==> config.mk <==
export PLATFORM = sky130hd
export DESIGN_NAME = la_trig_rle_capture
export DESIGN_NICKNAME = d
export VERILOG_FILES = /design/src/rtl/la_trig_rle_capture.sv
export SDC_FILE = /design/constraint.sdc
export NUM_CORES = 1
export LEC_CHECK = 0
export BUFFER_PORTS_ARGS = -buffer_cell sky130_fd_sc_hd__buf_2
export CAP_MARGIN = 30
export CELL_PAD_IN_SITES_DETAIL_PLACEMENT = 0
export CELL_PAD_IN_SITES_GLOBAL_PLACEMENT = 1
export CORE_MARGIN = 2
export CORE_UTILIZATION = 57
export CTS_CLUSTER_DIAMETER = 80
export DETAILED_ROUTE_END_ITERATION = 7
export PLACE_DENSITY = 0.94
export RECOVER_POWER = 50
export SYNTH_ARGS = -nofsm -noshare
export SYNTH_HDL_FRONTEND = slang
export SYNTH_SLANG_ARGS = --single-unit
==> constraint.sdc <==
create_clock -name axi_clk -period 13.55 [get_ports axi_clk]
set_input_delay 1.355 -clock axi_clk [delete_from_list [all_inputs] [get_ports axi_clk]]
set_output_delay 1.355 -clock axi_clk [all_outputs]
set_load 0.005 [all_outputs]
==> src/rtl/la_trig_rle_capture.sv <==
// la_trig_rle_capture: triggered run-length-encoding logic-analyzer capture engine with an AXI-Stream record output
// Ports: axi_clk / la_reset_n (async, active-low) clock and reset; sig_in probe bus;
//        cfg_* enable, capture mask, trigger setup and packet length;
//        m_t* AXI-Stream master carrying {count, data} records;
//        st_state / st_overflow / st_level status (FSM state, sticky drop flag, FIFO occupancy).
module la_trig_rle_capture #(
  parameter int pSIG_WIDTH  = 24,
  parameter int pCNT_WIDTH  = 8,
  parameter int pFIFO_DEPTH = 16,
  parameter int pLEN_WIDTH  = 8
) (
  input  logic                           axi_clk,
  input  logic                           la_reset_n,
  input  logic [pSIG_WIDTH-1:0]          sig_in,
  input  logic                           cfg_enable,
  input  logic [pSIG_WIDTH-1:0]          cfg_mask,
  input  logic [1:0]                     cfg_trig_mode,
  input  logic [pSIG_WIDTH-1:0]          cfg_trig_val,
  input  logic [pSIG_WIDTH-1:0]          cfg_trig_mask,
  input  logic [pLEN_WIDTH-1:0]          cfg_pkt_len,
  output logic [pCNT_WIDTH+pSIG_WIDTH-1:0] m_tdata,
  output logic                           m_tvalid,
  output logic                           m_tlast,
  input  logic                           m_tready,
  output logic [1:0]                     st_state,
  output logic                           st_overflow,
  output logic [$clog2(pFIFO_DEPTH):0]   st_level
);
  localparam int AW = $clog2(pFIFO_DEPTH);
  localparam int DW = pCNT_WIDTH + pSIG_WIDTH;
  localparam logic [pCNT_WIDTH-1:0] CNT_MAX = '1;
  typedef enum logic [1:0] {IDLE, ARMED, CAPTURE, FLUSH} state_t;
  state_t state_q, state_d;
  logic [pSIG_WIDTH-1:0] s_q, s_prev_q, held_q, held_d;
  logic [pCNT_WIDTH-1:0] count_q, count_d;
  logic [AW:0] wptr_q, rptr_q, level;
  logic [pLEN_WIDTH-1:0] beat_q, beat_d, eff_len;
  logic overflow_q, overflow_d;
  logic [DW-1:0] mem_q [pFIFO_DEPTH];
  logic trig, fire, same, push, pop, full, wr;
  assign trig = cfg_trig_mode == 2'd1 ? ((s_q ^ cfg_trig_val) & cfg_trig_mask) == '0 :
                cfg_trig_mode == 2'd2 ? |((s_q ^ s_prev_q) & cfg_trig_mask) : 1'b1;
  assign fire = state_q == ARMED && cfg_enable && trig;
  assign level = wptr_q - rptr_q;
  assign full = level == (AW+1)'(pFIFO_DEPTH);
  assign m_tvalid = level != '0;
  assign m_tdata = mem_q[rptr_q[AW-1:0]];
  assign pop = m_tvalid & m_tready;
  // a pop on the same edge frees the slot, so a push into a full FIFO still lands
  assign wr = push & (~full | pop);
  assign eff_len = cfg_pkt_len == '0 ? pLEN_WIDTH'(1) : cfg_pkt_len;
  assign m_tlast = m_tvalid & (beat_q >= eff_len | (state_q == FLUSH & level == (AW+1)'(1)));
  assign st_state = state_q;
  assign st_overflow = overflow_q;
  assign st_level = level;
  always_ff @(posedge axi_clk or negedge la_reset_n)
    if (!la_reset_n) state_q <= IDLE;
    else state_q <= state_d;
  always_comb begin
    state_d = state_q;
    unique case (state_q)
      IDLE:    state_d = cfg_enable ? ARMED : IDLE;
      ARMED:   state_d = !cfg_enable ? IDLE : trig ? CAPTURE : ARMED;
      CAPTURE: state_d = cfg_enable ? CAPTURE : FLUSH;
      FLUSH:   state_d = m_tvalid ? FLUSH : IDLE;
    endcase
  end
  always_comb begin
    same = s_q == held_q && count_q != CNT_MAX;
    // a disable in CAPTURE flushes the pending run regardless of the sample
    push = state_q == CAPTURE && !(cfg_enable && same);
    held_d = fire || (state_q == CAPTURE && cfg_enable && !same) ? s_q : held_q;
    count_d = state_q == CAPTURE && cfg_enable && same ? count_q + pCNT_WIDTH'(1) :
              fire || push ? pCNT_WIDTH'(1) : count_q;
    overflow_d = state_q == IDLE && cfg_enable ? 1'b0 : overflow_q | (push & full & ~pop);
    beat_d = !pop ? beat_q : m_tlast ? pLEN_WIDTH'(1) : beat_q + pLEN_WIDTH'(1);
  end
  always_ff @(posedge axi_clk or negedge la_reset_n)
    if (!la_reset_n) begin
      s_q        <= '0;
      s_prev_q   <= '0;
      held_q     <= '0;
      count_q    <= pCNT_WIDTH'(1);
      wptr_q     <= '0;
      rptr_q     <= '0;
      beat_q     <= pLEN_WIDTH'(1);
      overflow_q <= 1'b0;
    end else begin
      s_q        <= sig_in & cfg_mask;
      s_prev_q   <= s_q;
      held_q     <= held_d;
      count_q    <= count_d;
      wptr_q     <= wptr_q + (AW+1)'(wr);
      rptr_q     <= rptr_q + (AW+1)'(pop);
      beat_q     <= beat_d;
      overflow_q <= overflow_d;
    end
  always_ff @(posedge axi_clk)
    if (wr) mem_q[wptr_q[AW-1:0]] <= {count_q, held_q};
endmodule
* After elaboration in Yosys (flattened, before gate mapping) *
Memories as Yosys holds them, arrays and structs flattened.
Cells that the tools add are included.

storage, ports and cells
  register bits = 101
  memory bits (writable) = 512
  output and inout bits = 42
  memories = 1

operators by class
  $add $sub $neg = 5
  magnitude comparators = 1
  equal/unequal tests = 9
  muxes and demuxes = 15
  bitwise operators = 16
  reductions and logical operators = 19

memory list
  memory  words  width  read ports  clocked after Yosys merged registers in  write ports  RTL line  text
  mem_q   16     32     1           0                                        1            39        logic [DW-1:0] mem_q [pFIFO_DEPTH];

operators by type and width
  kind                                            count
  bitwise AND 24 bit                              3
  XOR 24 bit                                      2
  2-to-1 mux 8 bit                                4
  == test 24 bit                                  1
  logical NOT 24 bit                              1
  OR reduction 24 bit                             1
  adder 8 x 1 -> 8 bit (second input constant)    2
  adder 5 x 1 -> 5 bit                            2
  logical AND 1 bit                               9
  greater-or-equal comparator 8 bit               1
  logical NOT 8 bit                               1
  != test 8 bit (second input constant)           1
  case mux 2 bit (4 select lines)                 1
  2-to-1 mux 1 bit                                7
  bitwise AND 1 bit                               6
  == test 2 bit (second input constant)           3
  2-to-1 mux 2 bit                                3
  == test 5 x 1 -> 1 bit (second input constant)  1
  == test 5 bit (second input constant)           1
  nonzero test 5 bit                              1
  subtractor 5 bit                                1
  == test 2 x 1 -> 1 bit (second input constant)  2
  bitwise OR 1 bit                                3
  logical NOT 1 bit                               2
  other kinds (4)                                 6

* Depth between registers and ports, before layout *
  word-level depth = 9
  gate-level depth with buffers = 16

* Least setup slack after synthesis *
No wires, ideal clock.

  path kind = register to register
  start point = register rptr_q[1]
  end point = memory mem_q[0][0] (netlist bit), enable pin
  setup time = 0.513 ns
  arrival = 5.712 ns
  slack = 7.325 ns
  cell stages (with the launch flop) = 12
  path buffers = 2
  period minus slack after synthesis = 6.225 ns
  cells stage by stage = dfrtp_1 -> clkbuf_1 -> clkbuf_1 -> inv_1 -> ha_1 -> nor2b_1 -> o21ai_1 -> a21boi_0 -> o21ai_2 -> nor4b_1 -> nand3b_1 -> nor4b_1

on the way
  longest elaborated chain between the ends = 7

ends and longest elaborated chain
  what                                                 RTL line  text
  start: declaration                                   36        logic [AW:0] wptr_q, rptr_q, level;
  start signal: assignment                             94        rptr_q <= rptr_q + (AW+1)'(pop);
  subtractor 5 bit (*)                                 44        assign level = wptr_q - rptr_q;
  nonzero test 5 bit or == test 5 bit (tied branches)  46, 45
  bitwise AND 1 bit or NOT 1 bit (tied branches)       48, 50
  bitwise OR 1 bit (*)                                 50        assign wr = push & (~full | pop);
  bitwise AND 1 bit (*)                                50
  2-to-1 mux 1 bit (*)                                 99        if (wr) mem_q[wptr_q[AW-1:0]] <= {count_q, held_q};
  2-to-1 mux 1 bit (implied by the code) (*)           99
  end: declaration                                     39

Every way passes the cells marked *; elsewhere a longest branch is shown, timed or not.

==> insert_results.sql <==
INSERT INTO impl_metrics (metric_group, metric, value, unit) VALUES
('setup_path', 'critPathMaxFanout', '74', ''),
('logic_synthesis', 'synthDominantCellAreaShare', '63.1', '%'),
('clock_tree', 'ctsRootBufferMaster', 'clkbuf_16', ''),
('placed_design', 'detailed_place_hpwl', '30300', 'um'),
('clock_tree', 'htree_levels', '2', ''),
('logic_synthesis', 'synthesis.nets', '1282', ''),
('setup_path', 'setup.worst_path.end_class', 'async pin', ''),
('logic_synthesis', 'synthArstFlopShare', '16.5', '%'),
('setup_path', 'worst-setup-path-type', 'in -> async', ''),
('setup_path', 'crit_start', 'la_reset_n', ''),
('flow_run', 'maxCapViolations', '1', ''),
('logic_synthesis', 'post_synth_main_area_contributors', 'edfxtp_1, mux4_2, dfrtp_1', ''),
('final_layout', 'postLayoutCellArea', '27800', 'um2'),
('outcome', 'run_status', 'complete, but fails checks', ''),
('final_layout', 'design.final.nets', '1473', ''),
('worst_hold_path', 'worst_hold_path_type', 'reg -> reg', ''),
('logic_synthesis', 'postSynthRegisterBits', '613', ''),
('final_layout', 'area_grow_syn2layout', '14.2', '%'),
('grt', 'wire_length_of_the_first_global_routing_pass', '86400', 'um'),
('clock_tree', 'clk_path_buf_depth', '3', ''),
('logic_synthesis', 'post-synth-top-area-cell', 'edfxtp_1', ''),
('clock_tree', 'num_clock_sinks', '613', ''),
('power', 'power_frac_comb', '26.3', '%'),
('routing', 'vias_per_cell', '6.47', ''),
('clock_tree', 'setup_fix_buffers_added_after_clock_tree_synthesis', '0', ''),
('grt', 'antenna_found_initial', '0', ''),
('power', 'net-switching-power', '1.77', 'mW'),
('sta', 'hold_viol', '0', ''),
('power', 'p_total', '5.89', 'mW'),
('routing', 'drt-pass1-iter-count', '5', ''),
('logic_synthesis', 'synth_instances', '1153', ''),
('logic_synthesis', 'syn_area', '24400', 'um2'),
('grt', 'grt_start_max_net_pins', '96', ''),
('grt', 'number_of_global_route_vias_before_repair', '13500', ''),
('setup_path', 'timing.rr.start', 'rptr_q[1]$_DFF_PN0_', ''),
('die', 'horizontal_die_dimension', '211', 'um'),
('setup_path', 'cp.arrival', '5.55', 'ns'),
('sta', 'tightest_slew', '3.87', 'ns'),
('final_layout', 'finish.utilization', '66.2', '%'),
('worst_hold_path', 'hold_path_startpoint', 's_q[10]$_DFF_PN0_', ''),
('sta', 'slew_headroom', '-158', '%'),
('power', 'share_clk_of_total_power', '27.9', '%'),
('sta', 'fin_crit', '5.76', 'ns'),
('logic_synthesis', 'postSynth.topFlopCell', 'edfxtp_1', ''),
('placed_design', 'routabilityCongestion', '0.823', ''),
('outcome', 'failed_checks', 'max-capacitance violations, max-slew violations', ''),
('routing', 'wl_per_cell', '30.1', 'um'),
('sta', 'final.setup.tns', '0', 'ns'),
('routing', 'ant_nets', '0', ''),
('routing', 'drc_errors', '0', ''),
('sta', 'worst_slack', '7.79', 'ns'),
('sta', 'timing.fmax', '174', 'MHz'),
('die', 'fp-row-count', '75', ''),
('sta', 'fin_crit_sh', '42.5', '%'),
('logic_synthesis', 'synth-seq-area-share', '73.5', '%'),
('clock_tree', 'cts_tree', 'done', ''),
('logic_synthesis', 'yosys-top-cells-count', 'edfxtp_1, mux4_2, dfrtp_1, xor2_1, and2_1', ''),
('logic_synthesis', 'synth_cell_type_count', '59', ''),
('logic_synthesis', 'edff_count_synth', '512', ''),
('power', 'internal_power', '4.13', 'mW'),
('logic_synthesis', 'number_of_warnings_reported_in_the_yosys_synthesis_log', '0', ''),
('sta', 'drv_slew', '75', ''),
('clock_tree', 'clk_pin_slew', '0.06', 'ns'),
('die', 'die_area', '44400', 'um2'),
('die', 'core-area', '42000', 'um2'),
('routing', 'dr.first_iter.drc_count', '1383', ''),
('sta', 'grt_setup_unrepaired', 'no', ''),
('power', 'power.share.switching', '30.0', '%'),
('clock_tree', 'cts_repair_resize_count', '0', ''),
('logic_synthesis', 'synthesis.area_per_instance', '21.1', 'um2'),
('die', 'initial_utilization', '57.9', '%');
-- worst max-delay path: stages --
cell      delay [ns]
clkbuf_1        1.04
clkbuf_1        0.34
clkbuf_1        2.74
-- path summary, 6_finish.rpt --
kind,end,cells past startpoint,slack [ns]
min in group asynchronous,rptr_q[0]$_DFF_PN0_,1,1.12
min reg2reg,s_prev_q[10]$_DFF_PN0_,0,0.52
max,s_q[7]$_DFF_PN0_,3,7.79
min,s_prev_q[10]$_DFF_PN0_,0,0.52
max reg2reg,mem_q[14][0]$_DFFE_PP_,11,9.06
max in group axi_clk,m_tdata[20],4,8.26
-- power by group through the flow --
| stage | registers [mW] | logic [mW] | clock network [mW] |
|---|---|---|---|
| 6_report | 2.70 | 1.55 | 1.64 |
| 5_1_grt | 2.74 | 1.65 | 1.72 |
| 4_1_cts | 2.71 | 1.56 | 1.66 |
| 3_5_place_dp | 2.73 | 1.53 | 0 |
| 3_3_place_gp | 2.69 | 1.48 | 0 |
| 2_1_floorplan | 2.55 | 1.12 | 0 |
-- logic make-up after synthesis --
kind of cell	synth area share [%]
fa+ha+maj	1.01
compound gates	2.03
simple gates	2.91
xor+xnor	3.19
flops	73.5
mux	16.3
buf+inv	1.11
-- cells in the final DEF (no fill, tap or decap), types with 10 or more instances in the layout --
cell type / count
clkbuf_1: 16
clkinv_1: 10
dfrtp_1: 96
clkbuf_16: 58
buf_4: 20
mux2_4: 20
xor2_1: 76
nand3_1: 10
edfxtp_1: 512
and2_1: 18
a22oi_1: 23
nand2_1: 17
mux4_2: 160
buf_2: 148
ha_1: 18
inv_1: 20
a22o_1: 13
nor2_1: 14
-- state kept, by name, indices dropped and copies added (netlist names) --
register     count
s_prev_q        24
s_q             24
rptr_q           5
beat_q           8
count_q          8
st_state         2
mem_q          512
held_q          24
wptr_q           5
st_overflow      1
-- layout make-up --
type	count	area [um2]
Sequential cell	613	17900
Fill cell	2592	14200
Multi-Input combinational cell	476	6270
Clock buffer	75	1580
Timing Repair Buffer	175	945
Tap cell	539	674
Clock inverter	29	359
Inverter	22	82.6
Antenna cell	1	2.50
-- layer usage --
layer	routed length, um	global-route usage, %
met1	20500	34.3
met2	30200	47.4
met3	5280	4.67
met4	2160	10.0
met5	0	0
Note: power is estimated with default switching activity, not from simulation.
